==> src/rtl/micro_div_pkg.sv <==
// Shared types and helpers for the micro divider tile.
// Latency: n/a (declarations only).
// Backpressure: n/a.
package micro_div_pkg;

    localparam int DEF_W = 8;

    typedef enum logic [1:0] {
        IDLE = 2'd0,
        RUN  = 2'd1,
        DONE = 2'd2
    } state_e;

    // Ceiling log2, never below 1 so a counter always has at least one bit.
    function automatic int clog2(input int n);
        int r;
        r = 0;
        while ((1 << r) < n) begin
            r++;
        end
        return (r < 1) ? 1 : r;
    endfunction

endpackage

==> src/rtl/micro_div_njp_if.sv <==
// Start/done handshake and operand/result bus of the micro divider.
// Latency: n/a (wiring only).
// Backpressure: none; start is only honoured while the divider is idle.
interface micro_div_njp_if #(
    parameter int W = micro_div_pkg::DEF_W
);
    logic         start;
    logic [W-1:0] dividend;
    logic [W-1:0] divisor;
    logic         busy;
    logic         done;
    logic [W-1:0] quotient;
    logic [W-1:0] remainder;
    logic         div_by_zero;

    modport master (
        output start, dividend, divisor,
        input  busy, done, quotient, remainder, div_by_zero
    );

    modport slave (
        input  start, dividend, divisor,
        output busy, done, quotient, remainder, div_by_zero
    );
endinterface

==> src/rtl/micro_div_step.sv <==
// One restoring-division step: shift in the next dividend bit, trial-subtract.
// Latency: combinational.
// Backpressure: n/a.
module micro_div_step #(
    parameter int W = 8
) (
    input  logic [W-1:0] rem_i,
    input  logic         q_msb_i,
    input  logic [W-1:0] divisor_i,
    output logic [W-1:0] rem_o,
    output logic         q_bit_o
);

    logic [W:0] shifted;
    logic       ge;

    // Compare at W+1 bits so the shifted partial remainder cannot overflow;
    // when it is >= divisor the difference always fits back into W bits.
    always_comb begin
        shifted = {rem_i, q_msb_i};
        ge      = (shifted >= {1'b0, divisor_i});
        q_bit_o = ge;
        rem_o   = ge ? (shifted[W-1:0] - divisor_i) : shifted[W-1:0];
    end

endmodule

==> src/rtl/micro_div_njp.sv <==
// Iterative restoring divider, one quotient bit per clock (MICRO_DIV_SIGNED_EN: two's complement).
// Latency: W+1 edges from accepted start to done; 1 edge for divide-by-zero.
// Backpressure: start ignored unless IDLE; one op per W+2 cycles.
module micro_div_njp
    import micro_div_pkg::*;
#(
    parameter int W = DEF_W
) (
    input  logic           clk,
    input  logic           rst,
    micro_div_njp_if.slave bus
);

    localparam int             CW       = clog2(W);
    localparam logic [CW-1:0]  CNT_LOAD = CW'(W - 1);

    state_e        state_q, state_d;
    logic [CW-1:0] cnt_q, cnt_d;
    logic [W-1:0]  rem_q, rem_d;
    logic [W-1:0]  q_q, q_d;
    logic [W-1:0]  div_q, div_d;
    logic [W-1:0]  quo_q, quo_d;
    logic [W-1:0]  rmd_q, rmd_d;
    logic          dbz_q, dbz_d;
    logic          done_q, done_d;

    logic [W-1:0]  step_rem;
    logic          step_qbit;

    logic [W-1:0]  ld_a, ld_b;
    logic [W-1:0]  res_quo, res_rem;
    logic [W-1:0]  dbz_quo, dbz_rem;

`ifdef MICRO_DIV_SIGNED_EN
    logic          a_neg_q, a_neg_d;
    logic          b_neg_q, b_neg_d;
`endif

    micro_div_step #(.W(W)) u_step (
        .rem_i     (rem_q),
        .q_msb_i   (q_q[W-1]),
        .divisor_i (div_q),
        .rem_o     (step_rem),
        .q_bit_o   (step_qbit)
    );

    // Operand conditioning at load and result fix-up in the DONE cycle.
    always_comb begin
`ifdef MICRO_DIV_SIGNED_EN
        ld_a    = bus.dividend[W-1] ? -bus.dividend : bus.dividend;
        ld_b    = bus.divisor[W-1]  ? -bus.divisor  : bus.divisor;
        res_quo = (a_neg_q ^ b_neg_q) ? -q_q : q_q;
        res_rem = a_neg_q ? -rem_q : rem_q;
        dbz_quo = a_neg_q ? W'(1) : '1;
        dbz_rem = a_neg_q ? -q_q : q_q;
`else
        ld_a    = bus.dividend;
        ld_b    = bus.divisor;
        res_quo = q_q;
        res_rem = rem_q;
        dbz_quo = '1;
        dbz_rem = q_q;
`endif
    end

    // Next-state logic: IDLE -> RUN (or straight to DONE on zero divisor) -> DONE -> IDLE.
    always_comb begin
        state_d = state_q;
        case (state_q)
            IDLE: begin
                if (bus.start) begin
                    state_d = (bus.divisor == '0) ? DONE : RUN;
                end
            end
            RUN: begin
                if (cnt_q == '0) begin
                    state_d = DONE;
                end
            end
            DONE:    state_d = IDLE;
            default: state_d = IDLE;
        endcase
    end

    // Datapath next values: load on accept, one step per RUN cycle, publish in DONE.
    always_comb begin
        cnt_d  = cnt_q;
        rem_d  = rem_q;
        q_d    = q_q;
        div_d  = div_q;
        quo_d  = quo_q;
        rmd_d  = rmd_q;
        dbz_d  = dbz_q;
        done_d = 1'b0;
`ifdef MICRO_DIV_SIGNED_EN
        a_neg_d = a_neg_q;
        b_neg_d = b_neg_q;
`endif
        case (state_q)
            IDLE: begin
                if (bus.start) begin
                    rem_d = '0;
                    q_d   = ld_a;
                    div_d = ld_b;
                    cnt_d = CNT_LOAD;
                    dbz_d = 1'b0;
`ifdef MICRO_DIV_SIGNED_EN
                    a_neg_d = bus.dividend[W-1];
                    b_neg_d = bus.divisor[W-1];
`endif
                end
            end
            RUN: begin
                rem_d = step_rem;
                q_d   = {q_q[W-2:0], step_qbit};
                cnt_d = cnt_q - CW'(1);
            end
            DONE: begin
                done_d = 1'b1;
                if (div_q == '0) begin
                    dbz_d = 1'b1;
                    quo_d = dbz_quo;
                    rmd_d = dbz_rem;
                end else begin
                    quo_d = res_quo;
                    rmd_d = res_rem;
                end
            end
            default: ;
        endcase
    end

    // State and datapath registers; reset aborts any division in flight.
    always_ff @(posedge clk or posedge rst) begin
        if (rst) begin
            state_q <= IDLE;
            cnt_q   <= '0;
            rem_q   <= '0;
            q_q     <= '0;
            div_q   <= '0;
            quo_q   <= '0;
            rmd_q   <= '0;
            dbz_q   <= 1'b0;
            done_q  <= 1'b0;
`ifdef MICRO_DIV_SIGNED_EN
            a_neg_q <= 1'b0;
            b_neg_q <= 1'b0;
`endif
        end else begin
            state_q <= state_d;
            cnt_q   <= cnt_d;
            rem_q   <= rem_d;
            q_q     <= q_d;
            div_q   <= div_d;
            quo_q   <= quo_d;
            rmd_q   <= rmd_d;
            dbz_q   <= dbz_d;
            done_q  <= done_d;
`ifdef MICRO_DIV_SIGNED_EN
            a_neg_q <= a_neg_d;
            b_neg_q <= b_neg_d;
`endif
        end
    end

    assign bus.busy        = (state_q == RUN);
    assign bus.done        = done_q;
    assign bus.quotient    = quo_q;
    assign bus.remainder   = rmd_q;
    assign bus.div_by_zero = dbz_q;

endmodule

==> src/flat_wrapper.sv <==
// flat-port wrapper written by rule: the top's interface ports become plain ports
module micro_div_njp_flat import micro_div_pkg::*;
#(
    parameter int W = DEF_W
)
  (clk, rst, bus_start, bus_dividend, bus_divisor, bus_busy, bus_done, bus_quotient, bus_remainder, bus_div_by_zero);
  micro_div_njp_if #(.W(W)) bus_i ();
  input  logic clk;
  input  logic rst;
  input wire logic [$bits(bus_i.start)-1:0] bus_start;
  input wire logic [$bits(bus_i.dividend)-1:0] bus_dividend;
  input wire logic [$bits(bus_i.divisor)-1:0] bus_divisor;
  output wire logic [$bits(bus_i.busy)-1:0] bus_busy;
  output wire logic [$bits(bus_i.done)-1:0] bus_done;
  output wire logic [$bits(bus_i.quotient)-1:0] bus_quotient;
  output wire logic [$bits(bus_i.remainder)-1:0] bus_remainder;
  output wire logic [$bits(bus_i.div_by_zero)-1:0] bus_div_by_zero;
  assign bus_i.start = bus_start;
  assign bus_i.dividend = bus_dividend;
  assign bus_i.divisor = bus_divisor;
  assign bus_busy = bus_i.busy;
  assign bus_done = bus_i.done;
  assign bus_quotient = bus_i.quotient;
  assign bus_remainder = bus_i.remainder;
  assign bus_div_by_zero = bus_i.div_by_zero;
  micro_div_njp #(.W(W)) u_core (.clk(clk), .rst(rst), .bus(bus_i));
endmodule
==> config.mk <==
export PLATFORM = sky130hd
export DESIGN_NAME = micro_div_njp_flat
export DESIGN_NICKNAME = d
export VERILOG_FILES = /design/src/rtl/micro_div_pkg.sv /design/src/rtl/micro_div_njp_if.sv /design/src/rtl/micro_div_step.sv /design/src/rtl/micro_div_njp.sv /design/src/flat_wrapper.sv
export SDC_FILE = /design/constraint.sdc
export NUM_CORES = 1
export LEC_CHECK = 0
export CORE_ASPECT_RATIO = 1.4
export CORE_MARGIN = 1
export CORE_UTILIZATION = 58
export DETAILED_ROUTE_END_ITERATION = 7
export PLACE_DENSITY = 0.92
export SYNTH_ARGS = -nofsm -noshare
export SYNTH_HDL_FRONTEND = slang
export SYNTH_SLANG_ARGS = --single-unit
export TNS_END_PERCENT = 100
==> constraint.sdc <==
create_clock -name clk -period 4 [get_ports clk]
set_clock_uncertainty 0.05 [all_clocks]
set_input_delay 0.6 -clock clk [delete_from_list [all_inputs] [get_ports clk]]
set_output_delay 0.6 -clock clk [all_outputs]
set_load 0.02 [all_outputs]
==> metrics.txt, run 1 <==
status finished with violations; failing checks design-rule violations; register area 1180 um2; fraction of layout cells with a size suffix above 1 0.0516; Post-Layout Cell Count 353; I/O pins 38; Unique masters post-synth 43; Core Rows 27; crit path max-delay cell type nand2b_1; core area 4020 um2; dpl cells 345; Synth Area per Inst 9.00 um2; total power 2.69 mW; setup slack, reg-to-reg 1.72 ns; post-synthesis sequential area ratio 0.470; synthesized instance count 278; final-report hold violation count 0; hold slack 0.419 ns; die width 57.5 um; DR vias 2076; PwrDens 913 nW/um2; clock buffer depth 2; setup TNS 0 ns; top cell type's share of synthesized area 0.470; H-tree levels 2; grt total ovfl 0; TritonCTS Buffers 5; Final nets 339; CTS tree built; worst hold path type reg2reg; pin count of the biggest net entering global routing 48; post-route ant nets 0; Die Area 4590 um2; Synth area leader dfrtp_1; Syn Std Cell Area 2500 um2; Syn-to-layout area delta 17.5%; Post-CTS Resized 0; CTS root buf clkbuf_8; CTS clock-pin slew for the worst setup and hold paths 0.09 ns; Multi-input gate area 1150 um2; Port Buffers 37; CP endpoint kind output port; Tot GR Track Use 0.273; Skew-Pair Late Insertion Delay 0.30 ns; Critical Path Start Type register; Post-synth EDFFs 0; final period utilization 0.751; synth top area cells dfrtp_1, nand2_1, o21ai_0; #FFs+latches synth 47; syn nets 308; initial DRC count 141; Worst Setup Path Type reg2out; Crit path arrival time 2.36 ns; cts hold-fix bufs 0; Data required, critical path 3.35 ns; Post-CTS Setup Inserts 0; max-slew violations 0; Starting Density 0.622; final wirelength 5.38 mm; Clock Sinks 47; Ys Warns 0; Die Height 79.7 um; Critical Path Max Stage Delay 0.70 ns; WL/cell 15.3 um; DP HPWL 3.86 mm; Worst slew margin 0.312; Slew @ Worst Pin 1.03 ns; detailed-route DRC error count 5; global-route wire length before repair 9.46 mm; routed vias/inst 5.88; leak pwr 1.35 nW; antenna violations before repair 0; Pre-Repair DR Iteration Count 8; Peak VDD IR 0.517 mV; Tmin final 3.01 ns; FILL cells 278; vias in the first global route 2061; share of flip-flops with an asynchronous set or reset 1.00; worst-path cell chain nand2b_1, inv_1, clkdlybuf4s50_1; Crit path max-delay family buffers and inverters; CP Buf/Inv Count 2; # setup viols final 0; CP Max Fanout 25; global placement routability congestion 0.879; n_diodes 0; Top FF cell, synth dfrtp_1; max_cap viols 0; unrepaired setup endpoints after global routing false; max frequency 333 MHz
## cell type report
type                    instances  area share
flip-flops and latches         47       0.400
multi-input cells             199       0.392
repair buffers                 38       0.128
clock buffers                   5      0.0234
inverters                      18      0.0230
well taps                      43      0.0183
clock inverters                 3      0.0149
## cells in the final DEF (no fill, tap or decap), types with 2 or more instances in the layout
| master | synthesis | layout |
|---|---|---|
| or4_1 | 2 | 2 |
| nand3b_1 | 2 | 2 |
| mux2i_1 | 10 | 10 |
| nor4_1 | 2 | 2 |
| nand2b_1 | 3 | 3 |
| o211ai_1 | 2 | 2 |
| a21oi_1 | 8 | 8 |
| o21ai_1 | 3 | 3 |
| dfrtp_1 | 47 | 47 |
| o21ai_0 | 33 | 33 |
| and2_1 | 2 | 2 |
| o21ai_2 | 2 | 2 |
| clkbuf_8 | 0 | 5 |
| inv_1 | 17 | 16 |
| o21a_1 | 2 | 2 |
| clkdlybuf4s50_1 | 0 | 37 |
| ha_1 | 10 | 10 |
| xor2_1 | 3 | 3 |
| nand3_1 | 6 | 6 |
| nor2_1 | 18 | 18 |
| nand2_1 | 64 | 64 |
| a31oi_1 | 10 | 10 |
## synthesized netlist by cell type (4+ instances only)
cell      number
a21oi_1        8
a31oi_1       10
buf_6          4
clkbuf_1       4
dfrtp_1       47
ha_1          10
inv_1         17
mux2i_1       10
nand2_1       64
nand3_1        6
nor2_1        18
o21ai_0       33
## sequential cells by signal, indices dropped and copies added (netlist names)
signal,count
u_core.bus.remainder,8
u_core.div_q,8
u_core.bus.done,1
u_core.cnt_q,3
u_core.dbz_rem,8
u_core.state_q,2
u_core.rem_q,8
u_core.bus.div_by_zero,1
u_core.bus.quotient,8
## layer usage
| metal | global-route usage | vias to the layer above | wire [um] |
|---|---|---|---|
| li1 | - | 1004 | - |
| met1 | 0.321 | 982 | 2090 |
| met2 | 0.462 | 70 | 2890 |
| met3 | 0.0600 | 20 | 217 |
| met4 | 0.137 | 0 | 190 |
| met5 | 0 | - | 0 |
## worst min-delay path: cells and delay by family, from the launching register on
| kind | cells | cell delay (ns) |
|---|---|---|
| DFF | 1 | 0.35 |
| and+or+nand+nor | 2 | 0.09 |
## logic make-up after synthesis
logic type	count (synthesis)	synth area share
and+or+nand+nor	104	0.178
buffers and inverters	32	0.0690
xor gates and xnor gates	4	0.0140
muxes	12	0.0505
AOI/OAI and AO/OA	68	0.161
DFF	47	0.470
adders and majority gates	11	0.0580
## power by group
| group | total, mW | internal, mW | switching [mW] |
|---|---|---|---|
| logic | 1.48 | 0.638 | 0.839 |
| clock network | 0.351 | 0.186 | 0.165 |
| registers | 0.859 | 0.692 | 0.167 |
| total | 2.69 | 1.52 | 1.17 |
## per-stage QoR
stage	instance area (um2)	setup WS [ns]	util
3_5_place_dp	2830	1.33	0.704
3_3_place_gp	2830	1.42	0.704
2_1_floorplan	2500	2.16	-
4_1_cts	2940	1.02	0.732
5_1_grt	2940	0.816	0.732
6_report	2940	0.994	0.732
## worst paths after layout
kind,start,endpoint,cells past startpoint
max reg2reg,u_core.rem_q[4],u_core.rem_q[1],6
max in group asynchronous,rst,u_core.rem_q[0],3
min,u_core.bus.quotient[5],u_core.bus.quotient[5],2
min reg2reg,u_core.bus.quotient[5],u_core.bus.quotient[5],2
min in group asynchronous,rst,u_core.bus.remainder[1],3
max,u_core.state_q[1],bus_busy,3
Note: power is estimated with default switching activity, not from simulation.
==> inputs of run 2 (changes only) <==
--- a/config.mk
+++ b/config.mk
@@ -7,9 +7,9 @@
 export LEC_CHECK = 0
 export CORE_ASPECT_RATIO = 1.4
 export CORE_MARGIN = 1
-export CORE_UTILIZATION = 58
+export CORE_UTILIZATION = 54
 export DETAILED_ROUTE_END_ITERATION = 7
-export PLACE_DENSITY = 0.92
+export PLACE_DENSITY = 0.87
 export SYNTH_ARGS = -nofsm -noshare
 export SYNTH_HDL_FRONTEND = slang
 export SYNTH_SLANG_ARGS = --single-unit
==> constraint.sdc (replaced) <==
create_clock -name clk -period 3 [get_ports clk]
set_clock_uncertainty 0.05 [all_clocks]
set_input_delay 0.45 -clock clk [delete_from_list [all_inputs] [get_ports clk]]
set_output_delay 0.45 -clock clk [all_outputs]
set_load 0.02 [all_outputs]
==> run 2 against run 1 <==
  * The flow now finishes without violations
  * Flip-flop and latch count unchanged
  * Via count shrank 2.8%
  * Routed wire length grew 0.45%
  * Power grew 36%
  * Final cell count increased by 5.4%
==> metrics.txt, run 2 (synthesized netlist as in run 1, its figures left out) <==
r2r startpoint u_core.div_q[5]; Peak VDD IR 0.566 mV (+9.6%); CTS root buf clkbuf_8; unrepaired setup endpoints after global routing false; core area 4340 um2 (+8.1%); max frequency 450 MHz; Critical Path Start Type register; max_cap viols 0 (unchanged); FILL cells 368 (+32%); grt total ovfl 0 (unchanged); WL/cell 14.5 um (-4.7%); H-tree levels 2 (unchanged); reg2reg path depth 7 (+1); crit path max-delay cell type clkdlybuf4s50_1; Starting Density 0.576 (-0.0464); Worst Setup Path Type reg2out; Reg-to-Reg End u_core.rem_q[1]; Tmin final 2.22 ns; Data required, critical path 2.50 ns (-0.85 ns); antenna violations before repair 0 (unchanged); Crit path arrival time 1.72 ns (-0.64 ns); Final nets 341 (+0.59%); CTS clock-pin slew for the worst setup and hold paths 0.09 ns (about the same); CTS tree built; Clock Sinks 47 (unchanged); Pre-Repair DR Iteration Count 4 (-4); TritonCTS Buffers 5 (unchanged); n_diodes 0 (unchanged); CP endpoint kind output port; PwrDens 1220 nW/um2 (+33%); setup TNS 0 ns (unchanged); final period utilization 0.742; Die Height 82.5 um (+3.5%); vias in the first global route 1983 (-3.8%); CP Max Fanout 7 (-72%); pin count of the biggest net entering global routing 48 (unchanged); post-route ant nets 0 (unchanged); worst-path cell chain nand2b_1, inv_1, clkdlybuf4s50_1; cts hold-fix bufs 0 (unchanged); Core Rows 28 (+3.7%); DP HPWL 3.90 mm (+0.86%); Post-Layout Cell Count 372 (+5.4%); most common cell after layout, fill and taps aside nand2_1; fraction of layout cells with a size suffix above 1 0.0577 (+0.00608); max-slew violations 0 (unchanged); Post-Place Setup Slack 0.843 ns (-0.487 ns); routed vias/inst 5.42 (-7.8%); Worst slew margin 0.359 (+0.0468); worst hold path type reg2reg; Post-CTS Setup Inserts 0 (unchanged); final-report hold violation count 0 (unchanged); final wirelength 5.41 mm (+0.45%); Tot GR Track Use 0.248 (-0.0242); final worst setup slack 0.775 ns (-0.219 ns); CP endpoint bus_busy; total power 3.64 mW (+36%); dpl cells 364 (+5.5%); global-route wire length before repair 9.03 mm (-4.5%); global placement routability congestion 0.886 (+0.82%); status finished, final reports clean; # setup viols final 0 (unchanged); Critical Path Max Stage Delay 0.64 ns (-0.06 ns); I/O pins 38 (unchanged); CP startpoint u_core.state_q[1]; Die Area 4910 um2 (+7.2%); Post-CTS Resized 0 (unchanged); Skew-Pair Late Insertion Delay 0.30 ns (about the same); clock buffer depth 2 (unchanged); most frequent cells in the layout nand2_1, dfrtp_1, clkdlybuf4s50_1; detailed-route DRC error count 0 (-5); die width 59.5 um (+3.5%); Port Buffers 37 (unchanged); initial DRC count 87 (-38%); setup slack, reg-to-reg 0.78 ns (-0.94 ns); Slew @ Worst Pin 0.960 ns (-0.0710 ns); DR vias 2017 (-2.8%); leak pwr 1.37 nW (+1.5%); Syn-to-layout area delta 19.8%
run 2: changes by cell type in the layout (fill, tap and decap cells not counted), sizes merged:
cell,before,now
bufinv,1,2
buf,1,3
clkbuf,5,6
inv,17,18
clkinv,3,0
run 2: worst max-delay path, delay by kind of cell (launching register included):
| family | cells | cell delay, ns |
|---|---|---|
| buf+inv | 2 | 0.82 |
| flops | 1 | 0.43 |
| simple gates | 1 | 0.17 |
run 2: how the worst min path moves through the flow:
stage,start,endpoint,slack [ns],cells past startpoint
floorplan,u_core.cnt_q[0],u_core.cnt_q[0],0.41,1
global placement,u_core.bus.quotient[3],u_core.bus.quotient[3],0.40,2
detailed placement,u_core.bus.quotient[5],u_core.bus.quotient[5],0.40,2
CTS,u_core.bus.quotient[5],u_core.bus.quotient[5],0.42,2
global route,u_core.bus.quotient[6],u_core.bus.quotient[6],0.45,2
finish,u_core.bus.quotient[5],u_core.bus.quotient[5],0.42,2
run 2: report_power, final:
group	internal (mW)	leakage, nW	switching [mW]
Combinational	0.865	0.717	1.08
Clock	0.333	0.0654	0.213
Sequential	0.922	0.584	0.226
run 2: metrics by stage:
stage	util	hold WS, ns	instance area (um2)
final	0.690	0.420	3000
after global routing	0.690	0.451	3000
after CTS	0.690	0.424	3000
after detailed placement	0.660	0.405	2870
after global placement	0.660	0.400	2870
after floorplan	-	0.411	2500
run 2: cell type report:
class                      instances  area (um2)  area share
clock buffer                       6        72.6      0.0242
clock inverter                     2        60.1      0.0200
inverter                          18        67.6      0.0225
multi-input combinational        199        1150       0.385
sequential                        47        1180       0.392
tap                               60        75.1      0.0250
timing repair buffer              40         393       0.131
run 2: per-layer routing:
layer,up-vias,track usage,part of all wire
met1,943,0.282,0.41
met5,-,0,0
met3,13,0.0374,0.039
met2,55,0.448,0.52
li1,1006,-,-
met4,0,0.121,0.035
==> inputs of run 3 (changes only) <==
==> constraint.sdc (replaced) <==
create_clock -name clk -period 2.2 [get_ports clk]
set_clock_uncertainty 0.05 [all_clocks]
set_input_delay 0.33 -clock clk [delete_from_list [all_inputs] [get_ports clk]]
set_output_delay 0.33 -clock clk [all_outputs]
set_load 0.02 [all_outputs]
==> run 3 against run 2 <==
  * Global-route usage grew 1.5 points
  * Critical endpoint is now u_core.rem_q[7]
  * Largest power group unchanged
  * Core utilization grew 0.66 points
  * Largest cell class unchanged
  * Count of clock-buffer cells in the layout shrank 1
==> metrics.txt, run 3 (synthesized netlist as in run 1, its figures left out) <==
CP Buf/Inv Count 0 (-2); # setup viols final 0 (unchanged); final wirelength 5.70 mm (+5.4%); detailed-route DRC error count 0 (unchanged); CTS clock-pin slew for the worst setup and hold paths 0.09 ns (about the same); CTS root buf clkbuf_8; hold slack 0.280 ns (-0.139 ns); max frequency 494 MHz; die width 59.5 um (unchanged); FILL cells 342 (-7.1%); Crit path max-delay family compound AO/OA/AOI/OAI gates; Syn-to-layout area delta 20.9%; worst hold path type in2async; CP endpoint kind register; PwrDens 1640 nW/um2 (+35%); max-slew violations 0 (unchanged); leak pwr 1.39 nW (+1.9%); Tmin final 2.02 ns; CTS tree built; max_cap viols 0 (unchanged); Skew-Pair Late Insertion Delay 0.31 ns (about the same); Crit path arrival time 2.21 ns (+0.49 ns); Data required, critical path 2.39 ns (-0.11 ns); DR vias 2099 (+4.1%); initial DRC count 70 (-20%); cts hold-fix bufs 0 (unchanged); global-route wire length before repair 9.42 mm (+4.3%); Peak VDD IR 0.799 mV (+41%); WL/cell 15.1 um (+3.7%); status finished, final reports clean; Multi-input gate area 1150 um2 (+0.11%); core area 4340 um2 (unchanged); Slew @ Worst Pin 0.522 ns (-0.438 ns); Design Area, Final 3030 um2 (+0.96%); Die Height 82.5 um (unchanged); antenna violations before repair 0 (unchanged); CP Max Fanout 4 (-3); worst-path cell chain ha_1, a21oi_1, o21ai_1, a21boi_1, nand3_1, a31oi_1; Post-CTS Setup Inserts 0 (unchanged); post-route ant nets 0 (unchanged); placed inst area 2910 um2 (+1.6%); H-tree levels 2 (unchanged); Critical Path Start Type register; fraction of layout cells with a size suffix above 1 0.0818 (+0.0241); Final nets 347 (+1.8%); Post-CTS Resized 0 (unchanged); global placement routability congestion 0.872 (-1.5%); Core Rows 28 (unchanged); I/O pins 38 (unchanged); Critical Path Max Stage Delay 0.44 ns (-0.20 ns); DP HPWL 4.18 mm (+7.1%); Worst Setup Path Type reg2reg; routed vias/inst 5.55 (+2.4%); Port Buffers 37 (unchanged); clock buffer depth 2 (unchanged); unrepaired setup endpoints after global routing false; Die Area 4910 um2 (unchanged); Clock Sinks 47 (unchanged); grt total ovfl 0 (unchanged); Pre-Repair DR Iteration Count 4 (unchanged); register area 1180 um2 (unchanged); Worst slew margin 0.651 (+0.292); TritonCTS Buffers 5 (unchanged); Starting Density 0.576 (unchanged); Tot GR Track Use 0.263 (+0.0151); crit path max-delay cell type dfrtp_1; vias in the first global route 2076 (+4.7%); final period utilization 0.920; most frequent cells in the layout nand2_1, dfrtp_1, clkdlybuf4s50_1; pin count of the biggest net entering global routing 25 (-48%); most common cell after layout, fill and taps aside nand2_1; setup TNS 0 ns (unchanged); n_diodes 0 (unchanged); final-report hold violation count 0 (unchanged)
## run 3: final cells by class
class | count | area share
clock buffers | 5 | 0.0227
clock inverters | 3 | 0.0145
inverters | 18 | 0.0223
multi-input cells | 199 | 0.382
flip-flops and latches | 47 | 0.389
well taps | 60 | 0.0248
repair buffers | 46 | 0.146
## run 3: power by group
group          internal (mW)  switching, mW  total, mW
Clock                  0.338          0.302      0.640
Combinational           1.23           1.54       2.77
Sequential              1.26          0.303       1.56
## run 3: final timing paths
| check | cells past startpoint | endpoint | slack (ns) | startpoint |
|---|---|---|---|---|
| worst min-delay path | 2 | u_core.bus.remainder[4] | 0.28 | rst |
| worst max-delay path | 6 | u_core.rem_q[7] | 0.18 | u_core.rem_q[1] |
| worst min register to register | 2 | u_core.bus.quotient[5] | 0.42 | u_core.bus.quotient[5] |
| min in group clk | 2 | u_core.bus.quotient[5] | 0.42 | u_core.bus.quotient[5] |
| max in group asynchronous | 3 | u_core.rem_q[1] | 1.23 | rst |
| worst max register to register | 6 | u_core.rem_q[7] | 0.18 | u_core.rem_q[1] |
## run 3: per-layer routing
metal  vias up  global-route usage  routed length, um
met1       984               0.282               2150
li1       1025                   -                  -
met4         0               0.165                272
met3        21              0.0483                286
met5         -                   0                  0
met2        69               0.471               2990
## run 3: through the flow
stage / total power [mW] / setup slack (ns) / utilization / std cells
final: 4.97 / 0.176 / 0.697 / 378
after global routing: 5.38 / 0.0472 / 0.697 / 378
after CTS: 4.97 / 0.0358 / 0.696 / 378
after detailed placement: 4.29 / 0.143 / 0.670 / 370
after global placement: 4.15 / 0.231 / 0.670 / 370
after floorplan: 3.56 / 0.365 / - / 278
